==> src/rtl/uart_tx_byte_feeder.sv <==
// Byte FIFO plus start/busy handshake that feeds the UART transmit FSM one byte
// per frame; accepts narrow (1-byte) or wide (2-byte, low byte first) writes.
module uart_tx_byte_feeder #(
  parameter int DEPTH = 8
) (
  input  logic        CLK,
  input  logic        RST,
  input  logic        WR_EN,
  input  logic        WR_WIDE,
  input  logic [15:0] WR_DATA,
  input  logic        CLR_OVF,
  input  logic        TX_BUSY,
  output logic [7:0]  TX_P_DATA,
  output logic        TX_DATA_VALID,
  output logic        FULL,
  output logic        ALMOST_FULL,
  output logic        EMPTY,
  output logic        OVERFLOW,
  output logic [1:0]  DBG_STATE
);

  localparam int AW = $clog2(DEPTH);
  localparam int CW = AW + 1;
  localparam logic [CW-1:0] CNT_FULL = CW'(DEPTH);
  localparam logic [CW-1:0] CNT_M1   = CW'(DEPTH - 1);
  localparam logic [CW-1:0] CNT_M2   = CW'(DEPTH - 2);

  // Handshake: TX_DATA_VALID is a one-cycle start request; the next request is
  // only issued after TX_BUSY has been seen high (WAIT_HI) and then low (WAIT_LO).
  typedef enum logic [1:0] {
    S_IDLE    = 2'd0,
    S_WAIT_HI = 2'd1,
    S_WAIT_LO = 2'd2
  } state_t;

  state_t          state_q, state_d;
  logic [7:0]      data_q, data_d;
  logic            valid_q, valid_d;
  logic            ovf_q, ovf_d;
  logic [AW-1:0]   wr_ptr_q, wr_ptr_d, rd_ptr_q, rd_ptr_d, wr_ptr_p1;
  logic [CW-1:0]   count_q, count_d;
  logic [7:0]      mem_q [DEPTH];

  logic            acc_narrow, acc_wide, accept, reject, pop;
  logic [CW-1:0]   push_n;

  // Acceptance always uses the pre-edge count, so a same-cycle pop never makes room.
  assign acc_narrow = WR_EN && !WR_WIDE && (count_q <= CNT_M1);
  assign acc_wide   = WR_EN &&  WR_WIDE && (count_q <= CNT_M2);
  assign accept     = acc_narrow || acc_wide;
  assign reject     = WR_EN && !accept;
  assign push_n     = acc_wide ? CW'(2) : (acc_narrow ? CW'(1) : CW'(0));
  assign wr_ptr_p1  = wr_ptr_q + AW'(1);

  always_comb begin
    state_d = state_q;
    data_d  = data_q;
    valid_d = 1'b0;
    pop     = 1'b0;
    case (state_q)
      S_IDLE: begin
        if ((count_q != '0) && !TX_BUSY) begin
          data_d  = mem_q[rd_ptr_q];
          valid_d = 1'b1;
          pop     = 1'b1;
          state_d = S_WAIT_HI;
        end
      end
      S_WAIT_HI: if (TX_BUSY)  state_d = S_WAIT_LO;
      S_WAIT_LO: if (!TX_BUSY) state_d = S_IDLE;
      default: begin
        state_d = S_IDLE;
        data_d  = 8'h00;
      end
    endcase
  end

  always_comb begin
    count_d  = count_q + push_n - {{(CW-1){1'b0}}, pop};
    wr_ptr_d = wr_ptr_q + AW'(push_n);
    rd_ptr_d = rd_ptr_q + (pop ? AW'(1) : AW'(0));
    ovf_d    = reject ? 1'b1 : (CLR_OVF ? 1'b0 : ovf_q);
  end

  always_ff @(posedge CLK or posedge RST) begin
    if (RST) begin
      state_q  <= S_IDLE;
      data_q   <= 8'h00;
      valid_q  <= 1'b0;
      ovf_q    <= 1'b0;
      wr_ptr_q <= '0;
      rd_ptr_q <= '0;
      count_q  <= '0;
    end else begin
      state_q  <= state_d;
      data_q   <= data_d;
      valid_q  <= valid_d;
      ovf_q    <= ovf_d;
      wr_ptr_q <= wr_ptr_d;
      rd_ptr_q <= rd_ptr_d;
      count_q  <= count_d;
    end
  end

  // Storage needs no reset: only slots between the pointers are ever read.
  always_ff @(posedge CLK) begin
    if (accept) mem_q[wr_ptr_q] <= WR_DATA[7:0];
    if (acc_wide) mem_q[wr_ptr_p1] <= WR_DATA[15:8];
  end

  assign TX_P_DATA     = data_q;
  assign TX_DATA_VALID = valid_q;
  assign FULL          = (count_q == CNT_FULL);
  assign ALMOST_FULL   = (count_q >= CNT_M1);
  assign EMPTY         = (count_q == '0);
  assign OVERFLOW      = ovf_q;
  assign DBG_STATE     = state_q;

endmodule

==> config.mk <==
export PLATFORM = sky130hd
export DESIGN_NAME = uart_tx_byte_feeder
export DESIGN_NICKNAME = d
export VERILOG_FILES = /design/src/rtl/uart_tx_byte_feeder.sv
export SDC_FILE = /design/constraint.sdc
export NUM_CORES = 1
export LEC_CHECK = 0
export ABC_CLOCK_PERIOD_IN_PS = 3800
export CORE_UTILIZATION = 30
export CTS_BUF_LIST = sky130_fd_sc_hd__clkbuf_4 sky130_fd_sc_hd__clkbuf_8
export CTS_CLUSTER_SIZE = 24
export DETAILED_ROUTE_END_ITERATION = 16
export PLACE_DENSITY = 0.47
export RECOVER_POWER = 100
export SYNTH_ARGS = -nofsm -noshare
export SYNTH_HDL_FRONTEND = slang
export SYNTH_SLANG_ARGS = --single-unit
==> constraint.sdc <==
create_clock -name CLK -period 3.8 [get_ports CLK]
set_input_delay 0.76 -clock CLK [delete_from_list [all_inputs] [get_ports CLK]]
set_output_delay 0.76 -clock CLK [all_outputs]
set_load 0.05 [all_outputs]
==> out/results.env <==
RESULT_OF_THE_RUN='complete, but fails checks'
VIOLATED_CHECKS='design-rule violations'
DOMINANT_COMBINATIONAL_CELL_FAMILY_BY_AREA_AFTER_SYNTHESIS='multiplexers'
POSTSYNTHREGISTERBITS=86
WORST-ENDPOINT-REQUIRED_NS=3.81
COMBINED_GLOBAL_ROUTE_UTILIZATION_OF_ALL_METAL_LAYERS_PCT=13.6
LEFTOVER_OVERFLOW_AT_THE_END_OF_GLOBAL_ROUTING=0
CRITPATHLAUNCHTYPE='flop'
SYNTH-WARNING-COUNT=0
DOMINANTREGCELLSYNTH='sky130_fd_sc_hd__edfxtp_1'
FLOORPLAN.IO_PINS=37
CTS_INSERTED_BUFFERS=9
FINAL-INSTANCE-COUNT-EXCL-FILL=535
GRT_PASS1_VIAS=2633
REPORT.FINAL.HOLD_VIOL_COUNT=0
DRC_ERRORS=4
CTS_HOLD_BUFFERS=0
FINAL_MIN_PERIOD_OVER_CLOCK_PERIOD_PCT=87.2
WL_PER_CELL_UM=18.8
SETUP_REPAIR_AFTER_GLOBAL_ROUTING_MISSED_ITS_MARGIN='false'
ROUTED_WIRELENGTH_MM=10.1
ANTENNA-DIODE-COUNT=0
YOSYSTOPAREACELL='sky130_fd_sc_hd__edfxtp_1'
CTS_REPAIR_RESIZE_COUNT=0
CRITPATHARRIVALTIME_NS=3.32
COREAREA_SQ_MM=0.0147
GP_ROUTABILITY_CONGESTION=0.713
FIN_SKEW_NS=0.0132
CTS_SINKS=86
SYNTH_COMPOUND_GATE_AREA_SHARE_PCT=5.96
ANTENNA_FOUND_INITIAL=0
TIMING.FINAL.WS_SETUP_NS=0.487
CRITICALPATHCATEGORY='reg -> reg'
MAPPEDNETLISTAREA_SQ_MM=0.00458
YOSYS.CELL_TYPES.COUNT=43
FINALSETUPVIOLATIONS=0
DP_HPWL_MM=6.87
POST-PLACE-WS_NS=0.624
AVGSYNTHCELLAREA_SQ_UM=15.1
GATE_COUNT_OF_THE_MAPPED_NETLIST=303
START_UTIL_PCT=31.1
WORSTSKEWPAIRLATENCY_NS=0.37
POST_SYNTH_MOST_FREQUENT_CELLS='sky130_fd_sc_hd__edfxtp_1 (64), sky130_fd_sc_hd__mux2_2 (48), sky130_fd_sc_hd__inv_1 (26)'
SLEW-LIMIT-HEADROOM_PCT=38.3
SYNTHADDERAREAFRAC_PCT=5.25
PLACE_INST=519
POWER_PER_CELL_AREA_mW_PER_MM2=673
DR.PASS1.ITERS=10
TRITONCTS='yes'
SYNTH.NET_COUNT=343
CTS.ROOT.BUFFER_CELL='sky130_fd_sc_hd__clkbuf_8'
SYNTH_XOR_AREA_SHARE_PCT=1.15
DRT-INITIAL-DRC-COUNT=161
TIMING.HOLD.WORST.CLASS='reg -> reg'
NETS=386
DIE_AREA_SQ_MM=0.0158
CLK_PATH_BUF_DEPTH=2
CTS.CLK_SLEW.WORST_PATHS_NS=0.09
CRITICAL_PATH_PEAK_FANOUT=10
FLOORPLAN.ROWS=44
MOST_FREQUENTLY_USED_CELL_TYPE_IN_THE_POST_SYNTHESIS_NETLIST='sky130_fd_sc_hd__edfxtp_1'
CTS_MAX_LEVEL=3
LAYOUT-DRIVE-GT1-SHARE_PCT=24.8
DIEHEIGHT_UM=126
PLACE.PORT_BUFFERS=36
SLEW_VIOLATIONS=0
CELLLEAKAGEPOWER_uW=0.00192
ENDPOINT_KIND='flop'
NETLIST.AREA_LEADER.SHARE_PCT=42.0
SYNTH_EDF_COUNT=64
VDD.IR_DROP.WORST_V=0.000287
CTS.REPAIR_TIMING.SETUP_BUFFER_COUNT=0
WORST_PIN_SLEW_NS=0.924
ROUTE.DETAILED.VIAS_PER_INST=4.81
FINAL.SETUP.TNS_NS=0
POSTROUTEANTENNANETS=0
FLOORPLAN.DIE.WIDTH_UM=126
DETAILROUTE.VIA_COUNT=2571
MAXCAPVIOLATIONS=0
MAXIMUM_CLOCK_FREQUENCY_GHz=0.302
COUNT_OF_FILL_CELLS_ADDED_DURING_FILLER_INSERTION=1434
PERIOD_NEEDED_NS=3.31
GRT_FIRST_PASS_WIRELENGTH_MM=15.6
SYNTH-ASYNC-RESET-RATIO_PCT=25.6
SYN2LAYOUT_AREA_GROWTH_PCT=14.0
SYNTH_SEQ_AREA_SHARE_PCT=54.0
NETLIST_TOP_CELLS_AREA='sky130_fd_sc_hd__edfxtp_1 (42%), sky130_fd_sc_hd__dfrtp_1 (12%), sky130_fd_sc_hd__mux2_2 (12%)'
GRT_START_MAX_NET_PINS=23
SYNTHSIMPLEGATEAREAFRAC_PCT=4.35
MUXSHAREOFSYNTHAREA_PCT=25.2
## cells in the final DEF (no fill, tap or decap), types with 2 or more instances in the layout
| cell | instances |
|---|---|
| sky130_fd_sc_hd__edfxtp_1 | 64 |
| sky130_fd_sc_hd__mux2_2 | 48 |
| sky130_fd_sc_hd__inv_1 | 26 |
| sky130_fd_sc_hd__dfrtp_1 | 22 |
| sky130_fd_sc_hd__clkdlybuf4s50_1 | 20 |
| sky130_fd_sc_hd__mux4_2 | 16 |
| sky130_fd_sc_hd__mux2_1 | 16 |
| sky130_fd_sc_hd__ha_1 | 16 |
| sky130_fd_sc_hd__dlygate4sd3_1 | 16 |
| sky130_fd_sc_hd__a21oi_1 | 10 |
| sky130_fd_sc_hd__clkbuf_1 | 10 |
| sky130_fd_sc_hd__clkbuf_8 | 9 |
| sky130_fd_sc_hd__nor2_1 | 8 |
| sky130_fd_sc_hd__a22o_1 | 8 |
| sky130_fd_sc_hd__nand2_1 | 8 |
| sky130_fd_sc_hd__o21ai_0 | 5 |
| sky130_fd_sc_hd__nor3b_1 | 3 |
| sky130_fd_sc_hd__nand2b_1 | 3 |
| sky130_fd_sc_hd__xor2_1 | 3 |
| sky130_fd_sc_hd__xnor2_1 | 3 |
| sky130_fd_sc_hd__clkinvlp_4 | 3 |
| sky130_fd_sc_hd__or3_2 | 2 |
| sky130_fd_sc_hd__or4_1 | 2 |
| sky130_fd_sc_hd__nor3_2 | 2 |
| sky130_fd_sc_hd__or4b_1 | 2 |
| sky130_fd_sc_hd__o31ai_1 | 2 |
| sky130_fd_sc_hd__o21bai_1 | 2 |
| sky130_fd_sc_hd__fa_1 | 2 |
| sky130_fd_sc_hd__clkbuf_4 | 2 |
## critical path, cell delays in order, from the launching register on
cell                        delay, ns
sky130_fd_sc_hd__dfrtp_1         0.43
sky130_fd_sc_hd__inv_1           0.14
sky130_fd_sc_hd__ha_1            0.22
sky130_fd_sc_hd__and2_0          0.16
sky130_fd_sc_hd__o2111ai_1       0.42
sky130_fd_sc_hd__or4_1           0.89
sky130_fd_sc_hd__o31ai_1         0.16
sky130_fd_sc_hd__clkbuf_1        0.50
## flip-flops by register name, indices dropped and copies added (netlist names)
name,flops
OVERFLOW,1
DBG_STATE,2
mem_q,64
count_q,4
wr_ptr_q,3
rd_ptr_q,3
TX_P_DATA,8
TX_DATA_VALID,1
## area by class of cell
type	count	area [sq um]	area share, %
clock inverters	5	36.3	0.696
flip-flops and latches	86	2470	47.4
multi-input cells	176	1840	35.2
clock buffers	11	139	2.66
inverters	26	97.6	1.87
well taps	184	230	4.41
repair buffers	47	405	7.77
## cell families after synthesis
family | after synthesis
xor gates and xnor gates | 6
buffers and inverters | 41
muxes | 81
AOI/OAI and AO/OA | 37
adders and majority gates | 18
DFF | 86
and+or+nand+nor | 34
## final timing paths
path	startpoint	end	slack [ns]	cells after the start
setup reg to reg	count_q[3]$_DFF_PP0_	mem_q[1][4]$_DFFE_PP_	0.49	7
max in group asynchronous	RST	TX_P_DATA[1]$_DFFE_PP0P_	2.27	2
setup / recovery	count_q[3]$_DFF_PP0_	mem_q[1][4]$_DFFE_PP_	0.49	7
hold / removal	TX_P_DATA[1]$_DFFE_PP0P_	TX_P_DATA[1]$_DFFE_PP0P_	0.49	1
hold reg to reg	TX_P_DATA[1]$_DFFE_PP0P_	TX_P_DATA[1]$_DFFE_PP0P_	0.49	1
min in group asynchronous	RST	TX_DATA_VALID$_DFF_PP0_	0.99	2
## report_power, final
group,total [uW],internal (uW),switching [uW]
combinational,1470,631,836
clock,595,252,343
sequential,1450,1260,186
total,3510,2140,1360
## per-layer routing
| layer | GRT usage [%] | part of all wire, % | vias to the layer above |
|---|---|---|---|
| met2 | 20.9 | 46 | 41 |
| li1 | - | - | 1238 |
| met1 | 18.7 | 50 | 1282 |
| met3 | 3.08 | 3.0 | 10 |
| met5 | 0 | 0 | - |
| met4 | 4.81 | 1.4 | 0 |
## per-stage QoR
stage          utilization (%)  area (sq um)  total power (uW)  hold slack (ns)
2_1_floorplan                -          4580              2580            0.473
3_3_place_gp              35.1          5160              3020            0.483
3_5_place_dp              35.1          5160              3040            0.485
4_1_cts                   36.3          5330              3640            0.507
5_1_grt                   35.5          5220              3740            0.512
6_report                  35.5          5220              3510            0.493
No activity file was read; power rests on OpenSTA's default activity.
